`config.mk`:
```
export PLATFORM = sky130hd
export DESIGN_NAME = kim_lfsr16
export DESIGN_NICKNAME = d
export VERILOG_FILES = /design/src/rtl/kim_stream_checker_pkg.sv /design/src/rtl/kim_stream_checker_lfsr.sv
export SDC_FILE = /design/constraint.sdc
export NUM_CORES = 1
export LEC_CHECK = 0
export ABC_AREA = 1
export CORE_MARGIN = 5
export CORE_UTILIZATION = 42
export CTS_BUF_LIST = sky130_fd_sc_hd__clkbuf_8
export DETAILED_ROUTE_END_ITERATION = 7
export PLACE_DENSITY = 0.76
export SLEW_MARGIN = 20
export SYNTH_ARGS = -nofsm -noshare
export SYNTH_HDL_FRONTEND = slang
export SYNTH_SLANG_ARGS = --single-unit
```
`constraint.sdc`:
```
create_clock -name clk -period 0.86 [get_ports clk]
set_clock_uncertainty 0.1 [all_clocks]
set_input_delay 0.172 -clock clk [delete_from_list [all_inputs] [get_ports clk]]
set_output_delay 0.172 -clock clk [all_outputs]
set_load 0.01 [all_outputs]
```
`src/rtl/kim_stream_checker_pkg.sv`:
```
// Shared encodings for the kim stream models: FSM states, ready modes, LFSR polynomial.
package kim_stream_checker_pkg;

  typedef enum logic [1:0] {
    S_IDLE = 2'b00,
    S_RUN  = 2'b01,
    S_DONE = 2'b10
  } state_e;

  typedef enum logic [1:0] {
    RM_ALWAYS  = 2'd0,
    RM_HALF    = 2'd1,
    RM_QUARTER = 2'd2,
    RM_ALT     = 2'd3
  } ready_mode_e;

  // Galois form of x^16+x^14+x^13+x^11+1, right-shifting
  localparam logic [15:0] LFSR_POLY = 16'hB400;

  function automatic logic [15:0] lfsr_step(input logic [15:0] s);
    return s[0] ? ((s >> 1) ^ LFSR_POLY) : (s >> 1);
  endfunction

endpackage

```
`src/rtl/kim_stream_checker_lfsr.sv`:
```
// 16-bit Galois LFSR, advances when en is high; seed reloaded only by reset.
module kim_lfsr16
  import kim_stream_checker_pkg::*;
#(
  parameter logic [15:0] SEED = 16'hACE1
) (
  input  logic        clk,
  input  logic        rst,
  input  logic        en,
  output logic [15:0] o_lfsr
);

  logic [15:0] lfsr_q;

  always_ff @(posedge clk) begin
    if (rst) begin
      lfsr_q <= SEED;
    end else if (en) begin
      lfsr_q <= lfsr_step(lfsr_q);
    end
  end

  assign o_lfsr = lfsr_q;

endmodule

```
* Yosys cells after proc, flatten, opt, wreduce, memory -nomap -nowiden
Cells that the tools add are included.
** Operators by class
- Bitwise logic cells :: 1
- Mux-type cells :: 1
** Operators by type and width (number)
- $mux W16 :: 1
- $not A3 Y4 :: 1
** Storage, ports and cells
- Word-level logic and storage cells :: 3
- Register bits :: 16

* Logic depth before layout (Yosys ltp)
- Depth in word-level cells :: 2
- Mapped depth :: 5
- Depth with buffers taken out :: 5

* Least setup slack after synthesis
No wires, ideal clock.
- Kind :: reg2reg
- From :: reg lfsr_q[0], in the netlist o_lfsr[0]
- To :: reg lfsr_q[12], in the netlist o_lfsr[12]
- Library setup time :: 0.109 ns
- Arrival time :: 0.705 ns
- Buffers on the path :: 0
- Period minus slack after synthesis :: 0.914 ns
- Cell stages (with the launch flop) :: 6
- Slack :: -0.054 ns
- Path through :: dfxtp_1 -> inv_1 -> nand2_1 -> nand3_1 -> nand2_1 -> inv_1
** On the way
- Longest elaborated chain between the ends :: 1
** Ends and longest elaborated chain
- start, declared :: RTL line kim_stream_checker_lfsr.sv:13 : logic [15:0] lfsr_q;
- start signal, assigned :: RTL line kim_stream_checker_lfsr.sv:19 : lfsr_q <= lfsr_step(lfsr_q);
- $mux W16 :: RTL line kim_stream_checker_pkg.sv:21 : return s[0] ? ((s >> 1) ^ LFSR_POLY) : (s >> 1);
Every way passes these cells.
A chain may end at the register's enable or synchronous reset.

* Worst setup path after layout
- From :: reg lfsr_q[6], in the netlist o_lfsr[6]
- To :: out o_lfsr[6]
** RTL lines
- end, declared :: RTL line kim_stream_checker_lfsr.sv:10 : output logic [15:0] o_lfsr
No word-level cell between the ends.

==> flow_summary.json <==
{
  "rsz0062_at_grt": "yes",
  "seq_power_share_pct": 43.1,
  "crit_path_start_kind": "flop",
  "insertedDiodeCount": 0,
  "dpl_cell_area_um2": 910,
  "ys.warnings.count": 0,
  "firstDrtPassIters": 4,
  "status": "complete, but fails checks",
  "synthFlopType": "dfxtp_1",
  "start_util_pct": 43.0,
  "ys_seq_area_share_pct": 51.2,
  "max_freq_ghz": 1.02,
  "worst_slew_margin_rel_pct": 86.5,
  "dp_cells": 127,
  "hold_path_depth": 3,
  "grt_antenna_before_repair": 0,
  "leakage_nw": 0.528,
  "dr_total_vias": 643,
  "p_comb_share_pct": 23.0,
  "ys_types": 13,
  "overflow": 0,
  "slowest_stage": "dfxtp_2",
  "fillerInstances": 101,
  "p_per_area_nw_per_um2": 1810,
  "syn_nets": 83,
  "p_sw_mw": 0.514,
  "min_period_ns": 0.983,
  "clock_power_share_pct": 33.9,
  "dp_hpwl_um": 1040,
  "drv_slew": 0,
  "first_iter_violations": 20,
  "cp.required_ns": 0.59,
  "fin_crit_sh_pct": 114,
  "setup_viol": 20,
  "gp_congestion": 0.824,
  "arrival_ns": 0.71,
  "multi_input_area_um2": 277,
  "ir_worst_vdd_mv": 1.25,
  "die_y_um": 48.6,
  "fp-row-count": 14,
  "die_w_um": 48.6,
  "synth_top_area_share_pct": 51.2,
  "die-area_um2": 2360,
  "rr_startpoint": "o_lfsr[0]",
  "ys_seq_elements": 16,
  "hp-start": "rst",
  "path_class": "flop to output pin",
  "power_mw": 1.98,
  "avgViaCountPerCell": 4.80,
  "finish.instance_area_um2": 1090,
  "clkTransAtPathRegs_ns": 0.07,
  "largest_register_ffs": 16,
  "cp_num_buf_inv": 1,
  "synth_top_cell_by_area": "dfxtp_1",
  "max_stage_delay_ns": 0.36,
  "synth_commonest_cells": "20 x nand2_1, 16 x dfxtp_1, 14 x nor2_1, 7 x o21ai_0, 5 x inv_1",
  "crit_path_cell_trace": "buf_6",
  "remaining_drc_errors": 0,
  "drive_gt1_share_pct": 62.7,
  "cap_violations": 0,
  "fin_nets": 122,
  "wire_per_inst_um": 13.1,
  "regArea_um2": 340,
  "synthArstFlopShare_pct": 0,
  "pin_count": 19,
  "crit_family": "flip-flops",
  "synth_edf_count": 0,
  "netlist_top_cells_area": "dfxtp_1 51%, nand2_1 12%, nor2_1 8.4%",
  "worst_slack_ns": -0.123,
  "cts_buffers": 3,
  "clock-sinks": 16,
  "clk_latency_ns": 0.25,
  "crit_cells": 1,
  "final_util_pct": 75.3,
  "track_usage_pct": 14.2,
  "cts_tree": "done",
  "failed_checks": "setup timing",
  "grt_pass1_vias": 576,
  "routed_wl_um": 1750,
  "hold_class": "input pin to flop",
  "hold_buffers": 0,
  "cts-root-buf": "clkbuf_8",
  "clockBufferDepth": 2,
  "synth_area_um2": 626,
  "critPathLaunch": "o_lfsr[6]",
  "p_int_mw": 1.46,
  "tightest_slew_ns": 0.202,
  "port_buffers": 18,
  "swShare_pct": 26.0,
  "synth.most_common_cell": "nand2_1",
  "syn_to_final_growth_pct": 75.0,
  "hold_violations": 0,
  "syn_area_per_cell_um2": 7.82,
  "ant_nets": 0,
  "syn_inst": 80,
  "core_um2": 1450,
  "path_max_fanout": 2,
  "ff2ff_path_depth": 6,
  "grt_max_degree": 16,
  "end_kind": "output pin",
  "holdWs_ns": 0.250,
  "h-tree-depth": 1,
  "final-instance-count-excl-fill": 134,
  "grt_first_pass_wirelength_um": 2580
}
## power by group through the flow
stage | clock network, mW | logic (mW) | registers, mW
2_1_floorplan | 0 | 0.127 | 0.880
3_3_place_gp | 0 | 0.361 | 0.842
3_5_place_dp | 0 | 0.369 | 0.845
4_1_cts | 0.672 | 0.408 | 0.853
5_1_grt | 0.718 | 0.490 | 0.859
6_report | 0.671 | 0.454 | 0.853
## cell usage in the layout (no fill, tap or decap), drive strengths merged
master	count
dlygate4sd2	2
o21ai	9
buf	36
o211ai	1
dfxtp	16
inv	7
nand2	20
nand3	4
clkbuf	4
nor2	14
a21oi	5
## path summary, 6_finish.rpt
| kind | end | slack [ns] |
|---|---|---|
| max | o_lfsr[6] | -0.12 |
| min | o_lfsr[13] | 0.25 |
| max reg2reg | o_lfsr[13] | -0.08 |
| min reg2reg | o_lfsr[5] | 0.45 |
## per-stage QoR
stage | setup slack (ns) | setup TNS, ns
finish | -0.123 | -1.84
global route | -0.146 | -2.47
CTS | -0.125 | -1.79
detailed placement | -0.478 | -10.97
global placement | -0.452 | -10.59
floorplan | 0.0191 | 0
## what timing repair did
| action | 4_1_cts | 5_1_grt |
|---|---|---|
| pin swaps | 2 | 4 |
| endpoints found under the setup margin | 32 | 28 |
| buffers inserted | 2 | 1 |
| gates resized for setup | 107 | 19 |
## final cells by class
type                    count  share of cell area [%]
inverters                   7                    3.31
well taps                  16                    1.83
clock buffers               4                    5.03
flip-flops and latches     16                    31.1
repair buffers             38                    33.5
multi-input cells          53                    25.3
## per-layer routing
layer | vias up | share of wire (%) | wire (um) | track usage (%)
met1 | 291 | 44 | 763 | 16.9
met2 | 21 | 49 | 851 | 21.7
met3 | 6 | 4.3 | 76 | 3.37
met4 | 0 | 3.5 | 62 | 10.3
li1 | 325 | - | - | -
met5 | - | 0 | 0 | 0
## logic make-up after synthesis
kind of cell,share of synthesized area [%]
buffers and inverters,12.2
AND/OR/NAND/NOR,23.6
AO/OA/AOI/OAI,13.0
flip-flops,51.2
Note: power is estimated with default switching activity, not from simulation.
